$ cat config.mk
export PLATFORM = sky130hd
export DESIGN_NAME = edf_ic_dyn
export DESIGN_NICKNAME = d
export VERILOG_FILES = /design/src/rtl/edf_ic_pkg.sv /design/src/rtl/edf_ic_gateway.sv /design/src/rtl/edf_ic_dyn.sv
export SDC_FILE = /design/constraint.sdc
export NUM_CORES = 1
export LEC_CHECK = 0
export ABC_AREA = 1
export CORE_MARGIN = 1
export CORE_UTILIZATION = 50
export DETAILED_ROUTE_END_ITERATION = 10
export PLACE_DENSITY = 0.72
export SETUP_SLACK_MARGIN = 0.5
export SYNTH_ARGS = -nofsm -noshare
export SYNTH_HDL_FRONTEND = slang
export SYNTH_SLANG_ARGS = --single-unit
$ cat constraint.sdc
create_clock -name clk_i -period 12.5 [get_ports clk_i]
set_clock_uncertainty 0.15 [all_clocks]
set_input_delay 1.875 -clock clk_i [delete_from_list [all_inputs] [get_ports clk_i]]
set_output_delay 1.875 -clock clk_i [all_outputs]
set_load 0.005 [all_outputs]
$ cat src/rtl/edf_ic_pkg.sv
// rtl/edf_ic_pkg.sv - shared types, register map and wrap-safe compare for edf_ic_dyn
package edf_ic_pkg;

  localparam int CtrlIe   = 0;
  localparam int CtrlIp   = 1;
  localparam int CtrlTrig = 2;
  localparam int CtrlPol  = 3;
  localparam int CtrlMiss = 4;

  localparam logic [1:0] RegCtrl = 2'd0;
  localparam logic [1:0] RegRel  = 2'd1;
  localparam logic [1:0] RegAbs  = 2'd2;

  // rel/abs are held at full 32-bit width and masked to RelWidth/TsWidth on write
  typedef struct packed {
    logic        ip;
    logic        ie;
    logic        trig_type;
    logic        trig_pol;
    logic        miss;
    logic [31:0] rel;
    logic [31:0] abs;
  } line_t;

  // a is earlier than b when (a - b), viewed as a signed w-bit value, is negative
  function automatic logic ts_before(logic [31:0] a, logic [31:0] b, int unsigned w);
    logic [31:0] d;
    d = (a - b) << (32 - w);
    return d[31];
  endfunction

endpackage

$ cat src/rtl/edf_ic_gateway.sv
// rtl/edf_ic_gateway.sv - per-line level/edge detection producing request pulses
module edf_ic_gateway #(
  parameter int NrIrqs = 8
) (
  input  logic              clk_i,
  input  logic              rst_ni,
  input  logic [NrIrqs-1:0] irq_i,
  input  logic [NrIrqs-1:0] trig_type,
  input  logic [NrIrqs-1:0] trig_pol,
  output logic [NrIrqs-1:0] req
);

  logic [NrIrqs-1:0] irq_q;
  logic [NrIrqs-1:0] cur_act;
  logic [NrIrqs-1:0] prev_act;

  always_ff @(posedge clk_i or negedge rst_ni) begin
    if (!rst_ni) begin
      irq_q <= '0;
    end else begin
      irq_q <= irq_i;
    end
  end

  // normalise to "active" sense so one edge equation serves both polarities
  assign cur_act  = irq_i ^ trig_pol;
  assign prev_act = irq_q ^ trig_pol;
  assign req      = (trig_type & cur_act & ~prev_act) | (~trig_type & cur_act);

endmodule

$ cat src/rtl/edf_ic_dyn.sv
// rtl/edf_ic_dyn.sv - EDF interrupt controller with dynamic deadlines; EDF_IC_DL_MISS_EN adds miss detection
module edf_ic_dyn
  import edf_ic_pkg::*;
#(
  parameter int          NrIrqs   = 8,
  parameter int          TsWidth  = 24,
  parameter int          RelWidth = 16,
  parameter logic [31:0] BaseAddr = 32'h0,
  localparam int         IdWidth  = $clog2(NrIrqs)
) (
  input  logic               clk_i,
  input  logic               rst_ni,
  input  logic               cfg_req_i,
  input  logic               cfg_we_i,
  input  logic [31:0]        cfg_addr_i,
  input  logic [31:0]        cfg_wdata_i,
  output logic [31:0]        cfg_rdata_o,
  input  logic [63:0]        mtime_i,
  input  logic [NrIrqs-1:0]  irq_i,
  output logic               irq_valid_o,
  output logic [IdWidth-1:0] irq_id_o,
  output logic [TsWidth-1:0] irq_dl_o,
  input  logic               irq_ack_i,
  input  logic [IdWidth-1:0] irq_id_i,
  output logic               miss_o
);

  localparam logic [31:0] TsMask  = (TsWidth == 32) ? 32'hFFFF_FFFF : ((32'd1 << TsWidth) - 32'd1);
  localparam logic [31:0] RelMask = (RelWidth == 32) ? 32'hFFFF_FFFF : ((32'd1 << RelWidth) - 32'd1);

  line_t line_q [NrIrqs];

  logic [31:0]        mtime_lo;
  logic [31:0]        off;
  logic               hit;
  logic [IdWidth-1:0] sel;
  logic [1:0]         rsel;
  logic               unused_bits;

  logic [NrIrqs-1:0] trig_type;
  logic [NrIrqs-1:0] trig_pol;
  logic [NrIrqs-1:0] gw_req;
  logic [NrIrqs-1:0] wr_ctrl;
  logic [NrIrqs-1:0] wr_rel;
  logic [NrIrqs-1:0] ack_hit;
  logic [NrIrqs-1:0] pend;
  logic [NrIrqs-1:0] late;
  logic [NrIrqs-1:0] miss_en;
  logic [31:0]       latch_abs [NrIrqs];

  logic               best_valid;
  logic [IdWidth-1:0] best_id;
  logic [31:0]        best_abs;

  assign mtime_lo    = mtime_i[31:0] & TsMask;
  assign off         = cfg_addr_i - BaseAddr;
  assign hit         = off < 32'(16 * NrIrqs);
  assign sel         = off[4 +: IdWidth];
  assign rsel        = off[3:2];
  assign unused_bits = ^{mtime_i[63:32], off[1:0]};

  edf_ic_gateway #(.NrIrqs(NrIrqs)) u_gateway (
    .clk_i     (clk_i),
    .rst_ni    (rst_ni),
    .irq_i     (irq_i),
    .trig_type (trig_type),
    .trig_pol  (trig_pol),
    .req       (gw_req)
  );

  always_comb begin
    for (int i = 0; i < NrIrqs; i++) begin
      trig_type[i] = line_q[i].trig_type;
      trig_pol[i]  = line_q[i].trig_pol;
      miss_en[i]   = line_q[i].miss & line_q[i].ie;
      wr_ctrl[i]   = cfg_req_i && cfg_we_i && hit && (sel == IdWidth'(i)) && (rsel == RegCtrl);
      wr_rel[i]    = cfg_req_i && cfg_we_i && hit && (sel == IdWidth'(i)) && (rsel == RegRel);
      ack_hit[i]   = irq_ack_i && (irq_id_i == IdWidth'(i)) && line_q[i].ip;
      // a held request re-pends only when the same cycle's claim frees the line
      pend[i]      = (gw_req[i] && (!line_q[i].ip || ack_hit[i])) ||
                     (wr_ctrl[i] && cfg_wdata_i[CtrlIp] && !line_q[i].ip);
      latch_abs[i] = (mtime_lo + line_q[i].rel) & TsMask;
    end
  end

`ifdef EDF_IC_DL_MISS_EN
  always_comb begin
    logic [31:0] d;
    for (int i = 0; i < NrIrqs; i++) begin
      d       = (mtime_lo - line_q[i].abs) << (32 - TsWidth);
      late[i] = line_q[i].ip && !d[31] && (d != 32'd0);
    end
  end
`else
  assign late = '0;
`endif

  always_ff @(posedge clk_i or negedge rst_ni) begin
    if (!rst_ni) begin
      line_q <= '{default: '0};
    end else begin
      for (int i = 0; i < NrIrqs; i++) begin
        if (wr_ctrl[i]) begin
          line_q[i].ie        <= cfg_wdata_i[CtrlIe];
          line_q[i].trig_type <= cfg_wdata_i[CtrlTrig];
          line_q[i].trig_pol  <= cfg_wdata_i[CtrlPol];
        end
        if (wr_rel[i]) begin
          line_q[i].rel <= cfg_wdata_i & RelMask;
        end
        if (pend[i]) begin
          line_q[i].ip  <= 1'b1;
          line_q[i].abs <= latch_abs[i];
        end else if (ack_hit[i]) begin
          line_q[i].ip <= 1'b0;
        end else if (wr_ctrl[i]) begin
          line_q[i].ip <= cfg_wdata_i[CtrlIp];
        end
`ifdef EDF_IC_DL_MISS_EN
        line_q[i].miss <= late[i] | (line_q[i].miss & ~(wr_ctrl[i] & cfg_wdata_i[CtrlMiss]));
`else
        line_q[i].miss <= 1'b0;
`endif
      end
    end
  end

  // strict "before" keeps the lower index on equal deadlines
  always_comb begin
    best_valid = 1'b0;
    best_id    = '0;
    best_abs   = '0;
    for (int i = 0; i < NrIrqs; i++) begin
      if (line_q[i].ip && line_q[i].ie &&
          (!best_valid || ts_before(line_q[i].abs, best_abs, TsWidth))) begin
        best_valid = 1'b1;
        best_id    = IdWidth'(i);
        best_abs   = line_q[i].abs;
      end
    end
  end

  always_ff @(posedge clk_i or negedge rst_ni) begin
    if (!rst_ni) begin
      irq_valid_o <= 1'b0;
      irq_id_o    <= '0;
      irq_dl_o    <= '0;
      miss_o      <= 1'b0;
    end else begin
      irq_valid_o <= best_valid;
      if (best_valid) begin
        irq_id_o <= best_id;
        irq_dl_o <= best_abs[TsWidth-1:0];
      end
      miss_o <= |miss_en;
    end
  end

  always_comb begin
    cfg_rdata_o = '0;
    if (cfg_req_i && !cfg_we_i && hit) begin
      case (rsel)
        RegCtrl: cfg_rdata_o = {27'd0, line_q[sel].miss, line_q[sel].trig_pol,
                                line_q[sel].trig_type, line_q[sel].ip, line_q[sel].ie};
        RegRel:  cfg_rdata_o = line_q[sel].rel;
        RegAbs:  cfg_rdata_o = line_q[sel].abs;
        default: cfg_rdata_o = '0;
      endcase
    end
  end

endmodule
==> flow_metrics.tcl <==
set metrics [dict create \
    route.detailed.vias_per_inst 5.822 \
    holdBufCountCts 0 \
    die_span_in_x_um 239.6 \
    timing.final.hold_violations 0 \
    outcome "finished with violations" \
    clkSinkCount 388 \
    tritoncts_clock_tree "built" \
    max_slew.worst_pin.slew_ns 1.106 \
    min_path_type "reg -> reg" \
    synth-async-reset-ratio_pct 100.0 \
    n_antenna_cell 0 \
    post-route-period-util_pct 110.9 \
    power_uw 5442 \
    distinct_cells_synth 56 \
    dpl.hpwl_um 69240 \
    arrival_time_at_the_worst_endpoint_ns 14.18 \
    max-slew-margin-rel_pct 26.21 \
    io-pin-count 205 \
    p_leak_uw 0.01735 \
    grt_start_max_net_pins 157 \
    path_class "reg -> reg" \
    residual_drc 0 \
    num_rows 86 \
    syn_avg_cell_area_um2 7.529 \
    timing.critical_path.fanout_max 14 \
    syn2layout_area_growth_pct 27.10 \
    place_worst_setup_slack_ns -1.301 \
    dr.pass1.iters 6 \
    worstSetupStartpointType "flip-flop" \
    cts-htree-levels 2 \
    grt_antenna_before_repair 0 \
    synth.yosys.warnings 0 \
    clock_insertion_delay_at_the_later_pin_of_the_skew_report_ns 0.60 \
    final_layout_size_suffix_gt1_share_pct 16.13 \
    detailroute.via_count 28610 \
    worst_setup_path_end_kind "flip-flop" \
    place.port_buffers 137 \
    synthesized_cell_area_um2 28230 \
    worst_ir_drop_vdd_mv 0.1071 \
    finalCoreUtilization_pct 64.74 \
    clkTransAtPathRegs_ns 0.06 \
    critPathSlowestCell "sky130_fd_sc_hd__dfrtp_1" \
    gr-total-overflow 0 \
    grt_pass1_vias 26650 \
    post_synth_inst_count 3749 \
    finalWorstPathRequiredPeriod_ns 13.86 \
    synth_flop_cell "sky130_fd_sc_hd__dfrtp_1" \
    place_inst 4755 \
    whs_ns 0.3365 \
    netlist_top_cells_area "sky130_fd_sc_hd__dfrtp_1, sky130_fd_sc_hd__nand2_1, sky130_fd_sc_hd__ha_1" \
    max_cap_viol_count 0 \
    power_per_cell_area_nw_per_um2 151.7 \
    setup_slack_ns -1.363 \
    post_synth_most_frequent_cells "sky130_fd_sc_hd__nand2_1, sky130_fd_sc_hd__o21ai_0, sky130_fd_sc_hd__dfrtp_1, sky130_fd_sc_hd__inv_1, sky130_fd_sc_hd__ha_1" \
    fp.dieH_um 239.6 \
    gr-usage-all-layers_pct 32.52 \
    report.final.slew_viol_count 0 \
    drt_iter0_drc 2728 \
    postSynthRegisterBits 388 \
    critPathRequiredTime_ns 12.82 \
    drtAntennaViolNets 0 \
    routed_wire_length_per_instance_um 19.92 \
    wire_length_of_the_first_global_routing_pass_um 144300 \
    layout.cells.non_filler 4914 \
    final.fill_count 4643 \
    die_area_um2 57410 \
    synth.largest_area_cell "sky130_fd_sc_hd__dfrtp_1" \
    violations "setup timing" \
    timing.final.setup_violations 27 \
    synth.most_common_cell "sky130_fd_sc_hd__nand2_1" \
    design.final.nets 4561 \
    synth_edf_count 0 \
    cpPeakStageDelay_ns 0.41 \
    grt_setup_unrepaired "true" \
    floorplan.initialDensity_pct 50.94 \
    netlist.area_leader.share_pct 34.40 \
    cts_max_path_buffers 3 \
    design.core.area_um2 55420 \
    finalWirelength_um 97900 \
    gp_congestion 0.9230 \
    cell_repeated_most_along_the_worst_path "sky130_fd_sc_hd__nand2_1" \
    achievable-frequency_mhz 72.14 \
    clockRootBuffer "sky130_fd_sc_hd__clkbuf_16" \
    numCtsBuffers 47 \
    synth_seq_area_share_pct 34.40 \
]
layer usage:
layer,vias up,routed length [um],track usage (%)
met5,-,0,0
met4,0,5457,16.34
met3,329,7615,4.310
met2,1274,45020,53.26
met1,13430,39810,42.09
li1,13580,-,-
power by group:
part	switching [uW]	total [uW]	internal [uW]	leakage (uW)
Combinational	1190	2070	875	0.0115
Clock	587	1440	855	0.000793
Sequential	356	1930	1580	0.00504
placed cells by master (no fill, tap or decap), types with 9 or more instances in the layout:
cell | netlist | layout
sky130_fd_sc_hd__a211oi_1 | 37 | 29
sky130_fd_sc_hd__a21o_1 | 15 | 15
sky130_fd_sc_hd__a21oi_1 | 232 | 215
sky130_fd_sc_hd__a21oi_2 | 3 | 19
sky130_fd_sc_hd__a221oi_1 | 10 | 10
sky130_fd_sc_hd__a22oi_1 | 67 | 67
sky130_fd_sc_hd__a31oi_1 | 22 | 22
sky130_fd_sc_hd__buf_12 | 0 | 14
sky130_fd_sc_hd__buf_4 | 11 | 309
sky130_fd_sc_hd__clkbuf_1 | 140 | 10
sky130_fd_sc_hd__clkbuf_16 | 0 | 62
sky130_fd_sc_hd__clkbuf_8 | 0 | 15
sky130_fd_sc_hd__clkdlybuf4s50_1 | 0 | 135
sky130_fd_sc_hd__conb_1 | 1 | 9
sky130_fd_sc_hd__dfrtp_1 | 388 | 388
sky130_fd_sc_hd__ha_1 | 279 | 253
sky130_fd_sc_hd__ha_4 | 0 | 26
sky130_fd_sc_hd__inv_1 | 322 | 317
sky130_fd_sc_hd__nand2_1 | 959 | 902
sky130_fd_sc_hd__nand2_2 | 11 | 50
sky130_fd_sc_hd__nand2_4 | 1 | 17
sky130_fd_sc_hd__nand3_1 | 148 | 135
sky130_fd_sc_hd__nand3_2 | 4 | 13
sky130_fd_sc_hd__nand3b_1 | 11 | 11
sky130_fd_sc_hd__nand4_1 | 31 | 31
sky130_fd_sc_hd__nor2_1 | 158 | 145
sky130_fd_sc_hd__nor3_1 | 23 | 19
sky130_fd_sc_hd__nor4_1 | 14 | 10
sky130_fd_sc_hd__o21ai_0 | 549 | 453
sky130_fd_sc_hd__o21ai_1 | 0 | 40
sky130_fd_sc_hd__o21ai_2 | 5 | 57
sky130_fd_sc_hd__o21bai_1 | 16 | 16
sky130_fd_sc_hd__o22ai_1 | 34 | 34
sky130_fd_sc_hd__xnor2_1 | 78 | 78
sky130_fd_sc_hd__xor2_1 | 74 | 74
worst paths after layout:
kind,from,to,slack (ns),depth (start not counted)
worst max-delay path,line_q[550]$_DFFE_PN0P_,irq_dl_o[16]$_DFFE_PN0P_,-1.36,92
worst min-delay path,line_q[203]$_DFFE_PN0P_,line_q[203]$_DFFE_PN0P_,0.34,2
worst max register to register,line_q[550]$_DFFE_PN0P_,irq_dl_o[16]$_DFFE_PN0P_,-1.36,92
worst min register to register,line_q[203]$_DFFE_PN0P_,line_q[203]$_DFFE_PN0P_,0.34,2
max in group asynchronous,rst_ni,line_q[183]$_DFFE_PN0P_,8.80,3
min in group asynchronous,rst_ni,irq_dl_o[21]$_DFFE_PN0P_,1.15,1
layout make-up:
type | count | area, um2 | share of cell area, %
Multi-Input combinational cell | 2873 | 17810 | 49.65
Clock buffer | 73 | 1445 | 4.028
Clock inverter | 12 | 153.9 | 0.4290
Timing Repair Buffer | 488 | 4539 | 12.65
Tap cell | 748 | 935.9 | 2.609
Timing Repair inverter | 2 | 20.02 | 0.05580
Sequential cell | 388 | 9709 | 27.06
Inverter | 330 | 1259 | 3.508
state kept, by name, summed over array words and instances, names as in the netlist:
signal and cells:
irq_dl_o 24, irq_id_o 3, irq_valid_o 1, line_q 352, u_gateway.irq_q 8
worst max-delay path, delay by kind of cell (launching register included):
kind	cells	cell delay [ns]
simple gates	44	4.87
compound gates	23	3.72
buf+inv	18	2.60
fa+ha+maj	7	1.93
flops	1	0.41
cell families (layout without fill, tap and decap cells):
logic type / after synthesis / in the layout / share of synthesized area [%]
other cells: 1 / 9 / 0.01329
fa+ha+maj: 287 / 287 / 12.93
simple gates: 1377 / 1379 / 20.06
flops: 388 / 388 / 34.40
mux: 1 / 1 / 0.03989
compound gates: 1045 / 1045 / 20.88
xor+xnor: 152 / 152 / 4.716
buf+inv: 498 / 905 / 6.959
repair_timing:
| action | CTS | global route |
|---|---|---|
| resized for setup | 71 | 273 |
| endpoints found under the hold margin | 0 | 0 |
| pin swaps | 14 | 75 |
| setup buffers | 13 | 39 |
| gates cloned | 6 | 16 |
| endpoints found under the setup margin | 27 | 27 |
per-stage QoR:
step / area (um2) / TNS [ns]
after global routing: 35880 / -53.34
after detailed placement: 32130 / -34.37
after floorplan: 28520 / 0
after global placement: 32130 / -27.86
after CTS: 34110 / -17.54
final: 35880 / -35.71
(Power assumes the default switching activity.)
